### src/rtl/dram_req_bridge.sv
// Converts the arbiter-side toggle-store / pulse-load request into a single
// valid/ready word transaction, with lane placement, load extension and read timeout.
module dram_req_bridge #(
  parameter int unsigned MC_AW   = 27,
  parameter int unsigned TIMEOUT = 255
) (
  input  logic             CLK,
  input  logic             RST_X,
  input  logic [31:0]      w_dram_addr,
  input  logic [31:0]      w_dram_wdata,
  input  logic             w_dram_we_t,
  input  logic             w_dram_le,
  input  logic [2:0]       w_dram_ctrl,
  output logic             w_dram_busy,
  output logic [31:0]      w_dram_odata,
  output logic             w_dram_err,
  output logic             mc_req_valid,
  input  logic             mc_req_ready,
  output logic             mc_req_we,
  output logic [MC_AW-1:0] mc_req_addr,
  output logic [31:0]      mc_req_wdata,
  output logic [3:0]       mc_req_be,
  input  logic             mc_rsp_valid,
  input  logic [31:0]      mc_rsp_rdata
);

  typedef enum logic [1:0] {IDLE, ISSUE, WAIT, DONE} state_t;

  localparam logic [7:0] TMO_LAST = 8'(TIMEOUT - 1);

  state_t            state_q, state_d;
  logic              we_shadow_q, we_shadow_d;
  logic [MC_AW+1:0]  addr_q, addr_d;
  logic [31:0]       wdata_q, wdata_d;
  logic [2:0]        ctrl_q, ctrl_d;
  logic              is_st_q, is_st_d;
  logic              pend_rd_q, pend_rd_d;
  logic [7:0]        tmo_q, tmo_d;
  logic [31:0]       odata_q, odata_d;
  logic              err_q, err_d;

  logic              wr_req, rd_req;
  logic [4:0]        sh;
  logic [31:0]       rsh;
  logic [31:0]       ld_data;
  logic              unused_addr_hi;

  function automatic logic req_ok(input logic [2:0] c, input logic [1:0] a);
    case (c)
      3'b000, 3'b100: req_ok = 1'b1;
      3'b001, 3'b101: req_ok = ~a[0];
      3'b010:         req_ok = (a == 2'b00);
      default:        req_ok = 1'b0;
    endcase
  endfunction

  assign unused_addr_hi = ^w_dram_addr[31:MC_AW+2];

  assign wr_req       = (w_dram_we_t != we_shadow_q);
  assign rd_req       = w_dram_le;
  assign w_dram_busy  = (state_q != IDLE) || wr_req || rd_req;
  assign w_dram_odata = odata_q;
  assign w_dram_err   = err_q;

  assign mc_req_valid = (state_q == ISSUE);
  assign mc_req_we    = is_st_q;
  assign mc_req_addr  = addr_q[MC_AW+1:2];
  assign sh           = {addr_q[1:0], 3'b000};
  assign rsh          = mc_rsp_rdata >> sh;

  always_comb begin
    mc_req_be    = 4'hF;
    mc_req_wdata = wdata_q;
    if (is_st_q) begin
      case (ctrl_q[1:0])
        2'b00: begin
          mc_req_be    = 4'b0001 << addr_q[1:0];
          mc_req_wdata = {24'h0, wdata_q[7:0]} << sh;
        end
        2'b01: begin
          mc_req_be    = 4'b0011 << addr_q[1:0];
          mc_req_wdata = {16'h0, wdata_q[15:0]} << sh;
        end
        default: ;
      endcase
    end
  end

  always_comb begin
    case (ctrl_q)
      3'b000:  ld_data = {{24{rsh[7]}}, rsh[7:0]};
      3'b100:  ld_data = {24'h0, rsh[7:0]};
      3'b001:  ld_data = {{16{rsh[15]}}, rsh[15:0]};
      3'b101:  ld_data = {16'h0, rsh[15:0]};
      default: ld_data = rsh;
    endcase
  end

  always_comb begin
    state_d     = state_q;
    we_shadow_d = we_shadow_q;
    addr_d      = addr_q;
    wdata_d     = wdata_q;
    ctrl_d      = ctrl_q;
    is_st_d     = is_st_q;
    pend_rd_d   = pend_rd_q;
    tmo_d       = tmo_q;
    odata_d     = odata_q;
    err_d       = 1'b0;
    case (state_q)
      IDLE: begin
        if (wr_req || rd_req) begin
          addr_d  = w_dram_addr[MC_AW+1:0];
          ctrl_d  = w_dram_ctrl;
          is_st_d = wr_req;
          if (wr_req) begin
            wdata_d     = w_dram_wdata;
            we_shadow_d = w_dram_we_t;
          end
          if (req_ok(w_dram_ctrl, w_dram_addr[1:0])) begin
            state_d   = ISSUE;
            pend_rd_d = wr_req && rd_req;
          end else begin
            // a paired load shares the same addr/ctrl, so it is equally illegal
            state_d   = DONE;
            err_d     = 1'b1;
            pend_rd_d = 1'b0;
            if (rd_req) odata_d = '0;
          end
        end
      end
      ISSUE: begin
        if (mc_req_ready) begin
          if (is_st_q) begin
            state_d = DONE;
          end else begin
            state_d = WAIT;
            tmo_d   = '0;
          end
        end
      end
      WAIT: begin
        if (mc_rsp_valid) begin
          odata_d = ld_data;
          state_d = DONE;
        end else if (tmo_q == TMO_LAST) begin
          odata_d = 32'hDEADBEEF;
          err_d   = 1'b1;
          state_d = DONE;
        end else begin
          tmo_d = tmo_q + 8'd1;
        end
      end
      DONE: begin
        if (pend_rd_q) begin
          pend_rd_d = 1'b0;
          is_st_d   = 1'b0;
          state_d   = ISSUE;
        end else begin
          state_d = IDLE;
        end
      end
      default: state_d = IDLE;
    endcase
  end

  always_ff @(posedge CLK) begin
    if (!RST_X) begin
      state_q     <= IDLE;
      we_shadow_q <= w_dram_we_t;
      is_st_q     <= 1'b0;
      pend_rd_q   <= 1'b0;
      tmo_q       <= '0;
      odata_q     <= '0;
      err_q       <= 1'b0;
    end else begin
      state_q     <= state_d;
      we_shadow_q <= we_shadow_d;
      is_st_q     <= is_st_d;
      pend_rd_q   <= pend_rd_d;
      tmo_q       <= tmo_d;
      odata_q     <= odata_d;
      err_q       <= err_d;
    end
  end

  always_ff @(posedge CLK) begin
    addr_q  <= addr_d;
    wdata_q <= wdata_d;
    ctrl_q  <= ctrl_d;
  end

endmodule

### config.mk
export PLATFORM = sky130hd
export DESIGN_NAME = dram_req_bridge
export DESIGN_NICKNAME = d
export VERILOG_FILES = /design/src/rtl/dram_req_bridge.sv
export SDC_FILE = /design/constraint.sdc
export NUM_CORES = 1
export LEC_CHECK = 0
export ABC_AREA = 1
export BUFFER_PORTS_ARGS = -buffer_cell sky130_fd_sc_hd__buf_4
export CAP_MARGIN = 15
export CORE_ASPECT_RATIO = 1.4
export CORE_MARGIN = 5
export CORE_UTILIZATION = 50
export CTS_CLUSTER_SIZE = 20
export DETAILED_ROUTE_END_ITERATION = 10
export PLACE_DENSITY = 0.78
export SYNTH_ARGS = -nofsm -noshare
export SYNTH_HDL_FRONTEND = slang
export SYNTH_SLANG_ARGS = --single-unit
export TNS_END_PERCENT = 10
### constraint.sdc
create_clock -name CLK -period 2.8 [get_ports CLK]
set_input_delay 0.28 -clock CLK [delete_from_list [all_inputs] [get_ports CLK]]
set_output_delay 0.28 -clock CLK [all_outputs]
set_load 0.05 [all_outputs]
==> summary.txt <==
run status -> finished, final reports clean
dominant cell type by area after synthesis -> edfxtp_1
vias in the first global route -> 5028
max-cap violations -> 0
Setup WS post-layout -> 240 ps
count leader, synth -> nand2_1
post-synthesis xor/xnor area fraction -> 0.315%
share of cells above drive strength 1 -> 32.0%
synthesized cell area -> 5570 sq um
Hold Path Stages -> 1
wire length of the first global-routing pass -> 24700 microns
area delta synth->final -> 29.6%
simple logic cell fraction of the synthesized area -> 24.3%
Yosys top cell area share -> 35.1%
Tmin final -> 2560 ps
VDD IR max -> 0.693 mV
Worst R2R Path Depth -> 8
routability congestion estimate -> 0.891
Post-synth EDFFs -> 65
WS Path Type -> flip-flop to output pin
DRT Pass-1 Iters -> 5
post-synthesis adder-cell area fraction -> 1.35%
via count -> 5097
Mapped Cells -> 647
switching part of the total -> 49.2%
Pleak -> 3.18 nW
Syn Nets -> 758
met1 usage -> 25.8%
Root Buffer -> clkbuf_16
vias per inst -> 5.34
Synth cell types -> 40
DP Wirelength -> 12100 microns
synthesized flop and latch total -> 110
final WL -> 16000 microns
ANT cells -> 0
Worst-path clk slew -> 80 ps
largest family of logic cells by synthesized area -> simple AND/OR/NAND/NOR gates
Clk pwr share -> 15.7%
die width -> 99.2 microns
path category of the worst min-delay check -> input pin to flip-flop
Fin. Hold Viols -> 0
Post-synth top flop -> edfxtp_1
Power Internal -> 3.99 mW
Area contributors post-synth -> edfxtp_1 (35%), dfxtp_1 (16%), nand2_1 (14%)
M3 GR Usage -> 6.05%
Required @ worst endpoint -> 2520 ps
drt initial violations -> 335
hold_buf cts -> 0
Avg Inst Size Synth -> 8.60 sq um
Total GRT Usage -> 23.3%
mean routed wirelength per cell -> 16.8 microns
later-pin clock latency in the skew report -> 350 ps
fillers -> 890
Post-synth ARST share -> 0%
Pins Over Slew Limit -> 0
Clock Path Buffers -> 2
largest net degree at the start of global routing -> 49
PD cells -> 1090 nW/um^2
Fin Setup TNS -> 0 ps
remaining antenna violation count after routing -> 0
die height -> 135 microns
Final Power -> 7.85 mW
Synth Area in Compound Gates -> 13.0%
met2 GRT Util -> 41.9%
net switching power -> 3.86 mW
worst hold slack -> 99.0 ps
layer carrying the most global-route usage -> met2
# DRC -> 0
clk_skew -> 6.74 ps
grt total ovfl -> 0
Num Clock Sinks -> 110
crit end category -> output pin
CP startpoint kind -> flip-flop
final layout net count -> 919
antenna violations before repair -> 0
post-synthesis mux area share -> 0%
initial core utilization -> 51.2%
num rows -> 45
Yosys warning count -> 0
post-synthesis sequential area ratio -> 51.3%
Clock H-tree levels -> 3
core outline area -> 10900 sq um
die area -> 13400 sq um
Slew @ Worst Pin -> 691 ps
Top Ports -> 204
combinational share of power -> 53.5%
Post-synth top cells -> nand2_1 (203), edfxtp_1 (65), o21ai_0 (57)
Final setup viols -> 0
Num CTS Buffers -> 9
Peak Freq -> 391 MHz
period utilisation layout -> 91.4%
Post-Place Worst Slack -> 671 ps
Util after Layout -> 66.4%
Slew HR -> 53.8%
post-cts resize count -> 0
Crit path arrival time -> 2280 ps
crit-path max FO -> 17
Reg power frac -> 30.8%
buffers added on ports -> 200
RSZ-0062 raised after global routing -> no
setup bufs post-CTS -> 0
CTS tree -> yes
-- through the flow --
| stage | area (sq um) | cells |
|---|---|---|
| 2_1_floorplan | 5570 | 647 |
| 3_5_place_dp | 6920 | 938 |
| 4_1_cts | 7210 | 954 |
| 3_3_place_gp | 6920 | 938 |
| 5_1_grt | 7210 | 954 |
| 6_report | 7210 | 954 |
-- metal layers --
| layer | part of all wire [%] | vias up |
|---|---|---|
| li1 | - | 2466 |
| met1 | 36 | 2353 |
| met2 | 52 | 245 |
| met3 | 9.1 | 33 |
| met4 | 3.1 | 0 |
| met5 | 0 | - |
-- path summary, 6_finish.rpt --
check / from / endpoint / slack [ps]
worst max register to register: addr_q[1] / w_dram_odata[28] / 800
worst min register to register: w_dram_odata[5] / w_dram_odata[5] / 470
worst min-delay path: w_dram_wdata[9] / wdata_q[9] / 100
worst max-delay path: ctrl_q[1] / mc_req_wdata[12] / 240
-- cells in the final DEF, fill, tap and decap left out, types with 3 or more instances in the layout --
cell / instances
edfxtp_1: 65
nor2_4: 3
a22o_1: 8
buf_4: 207
nand2_1: 203
dfxtp_1: 45
or2_2: 5
nand4_1: 4
nand3_2: 3
clkbuf_16: 9
o22ai_1: 8
ha_1: 6
nand2_4: 4
o221ai_1: 4
nand3_1: 39
clkinv_4: 3
nor2_2: 3
nand2_2: 6
inv_1: 36
a21oi_2: 5
inv_2: 3
o21ai_0: 57
a21oi_1: 37
nor2_1: 30
-- power by group through the flow --
stage,sequential [mW],clock [mW],combinational (mW)
after floorplan,2.69,0,2.92
after global placement,2.43,0,4.12
after detailed placement,2.45,0,4.19
after CTS,2.41,1.25,4.20
after global routing,2.46,1.31,4.47
final,2.42,1.23,4.20
-- cells by family (layout without fill, tap and decap cells) --
logic type,Yosys count,in the layout
flops,110,110
xor+xnor,2,2
compound gates,126,126
fa+ha+maj,6,6
simple gates,304,304
buf+inv,99,265
-- state kept, by name, summed over array words and instances (netlist names) --
signal,count
addr_q,29
ctrl_q,3
mc_req_we,1
pend_rd_q,1
state_q,2
tmo_q,8
w_dram_err,1
w_dram_odata,32
wdata_q,32
we_shadow_q,1
-- layout make-up --
class | count | area [sq um] | share of cell area, %
sequential | 110 | 2850 | 39.6
multi-input combinational | 438 | 2170 | 30.1
timing repair buffer | 207 | 1550 | 21.6
clock buffer | 9 | 225 | 3.12
tap | 141 | 176 | 2.45
inverter | 42 | 163 | 2.26
clock inverter | 7 | 67.6 | 0.937
-- worst max-delay path: stages (launching register included) --
cell	delay, ps
edfxtp_1	690
inv_4	110
nand2_1	110
clkinv_1	240
nand2_1	170
nand2_1	70
o21ai_0	160
o21ai_0	150
buf_4	210
Note: power is estimated with default switching activity, not from simulation.
